<file path="config.mk">
export PLATFORM = sky130hd
export DESIGN_NAME = apb_wait_regfile_slave_flat
export DESIGN_NICKNAME = d
export VERILOG_FILES = /design/src/rtl/apb_wait_regfile_slave_pkg.sv /design/src/rtl/apb_wait_regfile_slave_if.sv /design/src/rtl/apb_wait_regfile_slave_timer.sv /design/src/rtl/apb_wait_regfile_slave.sv /design/src/flat_wrapper.sv
export SDC_FILE = /design/constraint.sdc
export NUM_CORES = 1
export LEC_CHECK = 0
export BUFFER_PORTS_ARGS = -buffer_cell sky130_fd_sc_hd__buf_2
export CAP_MARGIN = 5
export CORE_MARGIN = 5
export CORE_UTILIZATION = 65
export DETAILED_ROUTE_END_ITERATION = 10
export PLACE_DENSITY_LB_ADDON = 0.08
export SYNTH_ARGS = -nofsm -noshare
export SYNTH_HDL_FRONTEND = slang
export SYNTH_HIERARCHICAL = 1
export SYNTH_SLANG_ARGS = --single-unit
</file>
<file path="constraint.sdc">
create_clock -name PCLK -period 30.8 [get_ports PCLK]
set_input_delay 4.62 -clock PCLK [delete_from_list [all_inputs] [get_ports PCLK]]
set_output_delay 4.62 -clock PCLK [all_outputs]
set_load 0.005 [all_outputs]
</file>
<file path="src/rtl/apb_wait_regfile_slave_pkg.sv">
// Purpose: shared types and constants for the wait-state APB register-file responder.
// Latency: n/a (declarations only).
// Backpressure: n/a.
package apb_slave_pkg;

    typedef enum logic {
        IDLE   = 1'b0,
        ACCESS = 1'b1
    } state_e;

    // Address of the wait-state configuration register.
    localparam logic [7:0] CFG_ADDR = 8'hFF;

    // Width of the wait-state count (0..15 extra access cycles).
    localparam int WAIT_W = 4;

endpackage

</file>
<file path="src/rtl/apb_wait_regfile_slave_if.sv">
// Purpose: APB bus bundle between the master bridge and this responder.
// Latency: n/a (wires only).
// Backpressure: PREADY from the responder stretches the access phase.
interface apb_wait_regfile_slave_if #(
    parameter int ADDR_WIDTH = 8,
    parameter int DATA_WIDTH = 8
);
    logic                  PSEL;
    logic                  PENABLE;
    logic                  PWRITE;
    logic [ADDR_WIDTH-1:0] PADDR;
    logic [DATA_WIDTH-1:0] PWDATA;
    logic [DATA_WIDTH-1:0] PRDATA;
    logic                  PREADY;
    logic                  PSLVERR;

    modport master (
        output PSEL, PENABLE, PWRITE, PADDR, PWDATA,
        input  PRDATA, PREADY, PSLVERR
    );

    modport slave (
        input  PSEL, PENABLE, PWRITE, PADDR, PWDATA,
        output PRDATA, PREADY, PSLVERR
    );
endinterface

</file>
<file path="src/rtl/apb_wait_regfile_slave_timer.sv">
// Purpose: loadable wait-state down-counter with a zero flag.
// Latency: load/decrement visible the cycle after the enabling edge; zero flag is combinational from the count.
// Backpressure: none; saturates at zero instead of wrapping.
module apb_wait_timer
    import apb_slave_pkg::*;
(
    input  logic              clk_i,
    input  logic              rst_i,
    input  logic              load_i,
    input  logic [WAIT_W-1:0] load_val_i,
    input  logic              dec_i,
    output logic              zero_o
);
    logic [WAIT_W-1:0] cnt_q;
    logic [WAIT_W-1:0] cnt_d;

    // Load has priority over decrement; never count below zero.
    always_comb begin
        cnt_d = cnt_q;
        if (load_i) begin
            cnt_d = load_val_i;
        end else if (dec_i && (cnt_q != '0)) begin
            cnt_d = cnt_q - WAIT_W'(1);
        end
    end

    // Count register.
    always_ff @(posedge clk_i or posedge rst_i) begin
        if (rst_i) begin
            cnt_q <= '0;
        end else begin
            cnt_q <= cnt_d;
        end
    end

    assign zero_o = (cnt_q == '0);

endmodule

</file>
<file path="src/rtl/apb_wait_regfile_slave.sv">
// Purpose: APB responder with a DEPTH x DATA_WIDTH register file, a programmable wait-state CFG register and PSLVERR on unmapped addresses.
// Latency: transfer takes 2 + wait_cfg cycles (setup + wait_cfg+1 access cycles).
// Backpressure: PREADY held low for wait_cfg access cycles; an access phase with PSEL dropped is abandoned with no side effects.
module apb_wait_regfile_slave
    import apb_slave_pkg::*;
#(
    parameter int ADDR_WIDTH = 8,
    parameter int DATA_WIDTH = 8,
    parameter int DEPTH      = 64,
    parameter int RESET_WAIT = 2
) (
    input  logic                     PCLK,
    input  logic                     PRESET,
    apb_wait_regfile_slave_if.slave  apb
);
    localparam int                    IDX_W        = $clog2(DEPTH);
    localparam logic [ADDR_WIDTH:0]   DEPTH_A      = (ADDR_WIDTH+1)'(DEPTH);
    localparam logic [ADDR_WIDTH-1:0] CFG_A        = ADDR_WIDTH'(CFG_ADDR);
    localparam logic [WAIT_W-1:0]     RESET_WAIT_V = WAIT_W'(RESET_WAIT);

    state_e                  state_q;
    logic [ADDR_WIDTH-1:0]   addr_q;
    logic                    write_q;
    logic [DATA_WIDTH-1:0]   wdata_q;
    logic [WAIT_W-1:0]       wait_cfg_q;
    logic [WAIT_W-1:0]       wait_cfg_d;
    logic [DATA_WIDTH-1:0]   mem_q [DEPTH];

    logic                    setup;
    logic                    in_access;
    logic                    cnt_zero;
    logic                    is_store;
    logic                    is_cfg;
    logic                    unmapped;
    logic                    pready;
    logic                    commit;
    logic [IDX_W-1:0]        idx;
    logic [DATA_WIDTH-1:0]   rdata;

    // Setup phase is only recognised from IDLE, so a held PSEL after completion restarts cleanly.
    assign setup     = (state_q == IDLE) && apb.PSEL && !apb.PENABLE;
    assign in_access = (state_q == ACCESS);

    // Decode works exclusively on the latched address; live PADDR is ignored after setup.
    assign is_store  = ({1'b0, addr_q} < DEPTH_A);
    assign is_cfg    = (addr_q == CFG_A);
    assign unmapped  = !is_store && !is_cfg;
    assign idx       = addr_q[IDX_W-1:0];

    assign pready    = in_access && apb.PSEL && apb.PENABLE && cnt_zero;
    assign commit    = pready && write_q && !unmapped;

    apb_wait_timer u_timer (
        .clk_i      (PCLK),
        .rst_i      (PRESET),
        .load_i     (setup),
        .load_val_i (wait_cfg_q),
        .dec_i      (in_access && apb.PSEL),
        .zero_o     (cnt_zero)
    );

    // Transfer FSM: latch the request at setup, leave ACCESS on completion or on PSEL abort.
    always_ff @(posedge PCLK or posedge PRESET) begin
        if (PRESET) begin
            state_q <= IDLE;
            addr_q  <= '0;
            write_q <= 1'b0;
            wdata_q <= '0;
        end else if (state_q == IDLE) begin
            if (setup) begin
                state_q <= ACCESS;
                addr_q  <= apb.PADDR;
                write_q <= apb.PWRITE;
                wdata_q <= apb.PWDATA;
            end
        end else if (!apb.PSEL || pready) begin
            state_q <= IDLE;
        end
    end

    // Storage words change only on a committed write to a mapped storage address.
    always_ff @(posedge PCLK or posedge PRESET) begin
        if (PRESET) begin
            for (int i = 0; i < DEPTH; i++) begin
                mem_q[i] <= '0;
            end
        end else if (commit && is_store) begin
            mem_q[idx] <= wdata_q;
        end
    end

    // CFG next value: only the low nibble is writable; takes effect from the next setup.
    always_comb begin
        wait_cfg_d = wait_cfg_q;
        if (commit && is_cfg) begin
            wait_cfg_d = wdata_q[WAIT_W-1:0];
        end
    end

    // CFG register.
    always_ff @(posedge PCLK or posedge PRESET) begin
        if (PRESET) begin
            wait_cfg_q <= RESET_WAIT_V;
        end else begin
            wait_cfg_q <= wait_cfg_d;
        end
    end

    // Read data is driven only on a successful read completion; zero otherwise.
    always_comb begin
        rdata = '0;
        if (pready && !write_q && !unmapped) begin
            rdata = is_cfg ? DATA_WIDTH'(wait_cfg_q) : mem_q[idx];
        end
    end

    assign apb.PREADY  = pready;
    assign apb.PSLVERR = pready && unmapped;
    assign apb.PRDATA  = rdata;

endmodule

</file>
<file path="src/flat_wrapper.sv">
// flat-port wrapper written by rule: the top's interface ports become plain ports
module apb_wait_regfile_slave_flat import apb_slave_pkg::*;
#(
    parameter int ADDR_WIDTH = 8,
    parameter int DATA_WIDTH = 8,
    parameter int DEPTH      = 64,
    parameter int RESET_WAIT = 2
)
  (PCLK, PRESET, apb_PSEL, apb_PENABLE, apb_PWRITE, apb_PADDR, apb_PWDATA, apb_PRDATA, apb_PREADY, apb_PSLVERR);
  apb_wait_regfile_slave_if #(.ADDR_WIDTH(ADDR_WIDTH), .DATA_WIDTH(DATA_WIDTH)) apb_i ();
  input  logic PCLK;
  input  logic PRESET;
  input wire logic [$bits(apb_i.PSEL)-1:0] apb_PSEL;
  input wire logic [$bits(apb_i.PENABLE)-1:0] apb_PENABLE;
  input wire logic [$bits(apb_i.PWRITE)-1:0] apb_PWRITE;
  input wire logic [$bits(apb_i.PADDR)-1:0] apb_PADDR;
  input wire logic [$bits(apb_i.PWDATA)-1:0] apb_PWDATA;
  output wire logic [$bits(apb_i.PRDATA)-1:0] apb_PRDATA;
  output wire logic [$bits(apb_i.PREADY)-1:0] apb_PREADY;
  output wire logic [$bits(apb_i.PSLVERR)-1:0] apb_PSLVERR;
  assign apb_i.PSEL = apb_PSEL;
  assign apb_i.PENABLE = apb_PENABLE;
  assign apb_i.PWRITE = apb_PWRITE;
  assign apb_i.PADDR = apb_PADDR;
  assign apb_i.PWDATA = apb_PWDATA;
  assign apb_PRDATA = apb_i.PRDATA;
  assign apb_PREADY = apb_i.PREADY;
  assign apb_PSLVERR = apb_i.PSLVERR;
  apb_wait_regfile_slave #(.ADDR_WIDTH(ADDR_WIDTH), .DATA_WIDTH(DATA_WIDTH), .DEPTH(DEPTH), .RESET_WAIT(RESET_WAIT)) u_core (.PCLK(PCLK), .PRESET(PRESET), .apb(apb_i));
endmodule
</file>
==> impl_metrics.env <==
export IMPL_die_width_um=207
export IMPL_wl_per_cell_um=28.4
export IMPL_area_growth_pct=8.95
export IMPL_reg2reg_setup_slack_ns=26.82
export IMPL_ys_warnings_count=6
export IMPL_netlist_area_um2=25200
export IMPL_fmax_mhz=92.1
export IMPL_drive_gt1_frac=0.481
export IMPL_fin_tns_setup_ns=0
export IMPL_pin_count=31
export IMPL_endpoint_kind="output pin"
export IMPL_synth_top_cells_by_area="dfrtp_1 53%, mux2_2 24%, mux4_2 6.0%"
export IMPL_insertedDiodeCount=0
export IMPL_cts_sinks=538
export IMPL_cts_root_buffer="clkbuf_16"
export IMPL_grt_pass1_wl_um=99900
export IMPL_cp_data_required_time_ns=26.18
export IMPL_port_buffers=30
export IMPL_drtIter0Drc=1395
export IMPL_cts_setup_buffers=0
export IMPL_final_nets=1753
export IMPL_grt_pass1_vias=15900
export IMPL_ant_nets=0
export IMPL_ys_seq_elements=538
export IMPL_power_density_nw_per_um2=58.9
export IMPL_outcome="finished, final reports clean"
export IMPL_synthCells=1743
export IMPL_rsz0062_at_grt="false"
export IMPL_finalSetupViolCount=0
export IMPL_gp_congestion=0.912
export IMPL_drt_pass1_iter_count=5
export IMPL_async_flop_share=1.00
export IMPL_start_kind="input port"
export IMPL_synth_seq_area_share=0.535
export IMPL_finalHoldViolations=0
export IMPL_numCtsBuffers=55
export IMPL_min_path_type="reg -> reg"
export IMPL_rows=72
export IMPL_yosysTopAreaCellShare=0.534
export IMPL_min_period_over_period=0.352
export IMPL_viasPerCell=6.71
export IMPL_use_met1=0.444
export IMPL_synth_top_flop_cell="dfrtp_1"
export IMPL_antenna_found_initial=0
export IMPL_clock_path_buffers=3
export IMPL_synth_edf_count=0
export IMPL_crit_type="in -> out"
export IMPL_path_max_fanout=5
export IMPL_htreeDepth=2
export IMPL_initial_core_util=0.655
export IMPL_syn_nets=1765
export IMPL_cts_resized=0
export IMPL_clkTransAtPathRegs_ns=0.06
export IMPL_post_route_drc_count=0
export IMPL_syn_area_per_cell_um2=14.5
export IMPL_skew_ns=0.0192
export IMPL_synth_top_area_cell="dfrtp_1"
export IMPL_cts_tree="done"
export IMPL_postLayoutCoreUtil=0.713
export IMPL_core_um2=38500
export IMPL_slew_violations=0
export IMPL_grt_busiest_layer="met2"
export IMPL_grt_met2_usage=0.474
export IMPL_period_minus_slack_ns=10.86
export IMPL_wirelength_um=65000
export IMPL_die_h_um=207
export IMPL_dieArea_um2=42800
export IMPL_clk_latency_ns=0.60
export IMPL_grt_util_met3=0.0755
export IMPL_cts_hold_buf=0
export IMPL_grt_max_degree=177
export IMPL_worstPathArrival_ns=6.24
export IMPL_slew_headroom=0.161
export IMPL_power_leakage_nw=13.2
export IMPL_num_fill_cells=2599
export IMPL_vias=15400
export IMPL_grt_usage=0.312
export IMPL_overflow=0
export IMPL_synth_cell_type_count=74
export IMPL_maxCapViolations=0
export IMPL_hpwl_um=40000
export IMPL_worst_pin_slew_ns=1.26
export IMPL_vdd_drop_max_v=0.0000512
==> placed cells by master (no fill, tap or decap), drive strengths merged, types with 8 or more instances in the layout <==
| cell | n |
|---|---|
| clkinv | 10 |
| inv | 9 |
| nor2 | 92 |
| clkbuf | 88 |
| mux4 | 67 |
| nand2 | 42 |
| o22ai | 15 |
| a221o | 8 |
| nand3 | 14 |
| a221oi | 24 |
| mux2 | 566 |
| mux2i | 55 |
| buf | 60 |
| a21oi | 38 |
| a31oi | 10 |
| o21ai | 24 |
| a22oi | 21 |
| a22o | 8 |
| dfrtp | 537 |
| and2 | 8 |
==> layer usage <==
metal | part of all wire | routed length, um | vias up
met5 | 0 | 0 | -
met4 | 0.039 | 2520 | 0
met3 | 0.080 | 5200 | 151
met2 | 0.46 | 30100 | 629
met1 | 0.42 | 27200 | 8163
li1 | - | - | 6435
==> metrics by stage <==
stage          std cells  worst slack (ns)  power, mW  instance area (um2)  hold slack, ns
5_1_grt             2292             19.93       1.67                27400           0.502
3_5_place_dp        2192             19.99      0.976                25700           0.471
4_1_cts             2292             19.98       1.62                27400           0.484
6_report            2292             19.94       1.62                27400           0.481
2_1_floorplan       1743             11.26      0.900                25200           0.452
3_3_place_gp        2192             19.99      0.972                25700           0.463
==> critical path, cell delays in order <==
cell,delay [ns]
buf_2,0.10
and4_4,0.27
nand2b_1,0.19
or3_1,0.48
a31oi_1,0.38
buf_2,0.19
==> Yosys cell counts (4+ instances only) <==
master and number:
o211ai_1 4, clkbuf_1 74, nor2b_1 5, dfrtp_1 537, mux2_1 18, a22o_1 8
mux4_2 67, nor3b_1 5, a31oi_1 10, o21ai_0 22, o22ai_1 15, a22oi_1 21
a21oi_1 38, inv_1 6, o2bb2ai_1 5, nand3_1 14, nor3_1 4, a221oi_1 24
nor2_2 46, nor2_8 9, nor2_4 11, nand2_2 4, mux2i_1 55, o22a_1 4
mux2_2 532, buf_2 41, nor2_1 26, buf_4 7, and2_1 5, a221o_1 8
nand2_1 38, mux2_4 16
==> where the power goes <==
group	internal, mW	switching [mW]
logic	0.0606	0.161
registers	0.719	0.0272
clock network	0.378	0.271
total	1.16	0.459
==> flip-flops by register name (all words and copies together), names as in the netlist <==
| signal | cells |
|---|---|
| u_core/in_access | 1 |
| u_core/wait_cfg_q | 4 |
| u_core/wdata_q | 8 |
| u_core/mem_q | 512 |
| u_core/addr_q | 8 |
| u_core/u_timer/cnt_q | 4 |
| u_core/write_q | 1 |
==> final cells by class <==
class,count,area (um2),share of cell area
clock buffers,88,1670,0.0609
clock inverters,12,96.3,0.00351
inverters,8,37.5,0.00137
multi-input cells,1068,11100,0.405
flip-flops and latches,538,13500,0.491
well taps,518,648,0.0236
repair buffers,60,400,0.0146
==> logic make-up (layout without fill, tap and decap cells) <==
group           Yosys count  in the layout  share of synthesized area
compound gates          183            183                     0.0511
fa+ha+maj                 1              1                   0.000497
buf+inv                 137            168                     0.0248
flops                   538            538                      0.535
mux                     688            688                      0.337
simple gates            196            196                     0.0518
==> path summary, 6_finish.rpt <==
path                                           end              from  depth (start not counted)
hold reg to reg                   u_core/mem_q[13]  u_core/mem_q[13]                          1
setup reg to reg                   u_core/mem_q[9]  u_core/addr_q[1]                          6
setup / recovery                     apb_PRDATA[5]       apb_PENABLE                          6
max in group asynchronous         u_core/addr_q[0]            PRESET                          4
hold / removal                    u_core/mem_q[13]  u_core/mem_q[13]                          1
min in group asynchronous  u_core/u_timer/cnt_q[3]            PRESET                          2
Note: power is estimated with default switching activity, not from simulation.
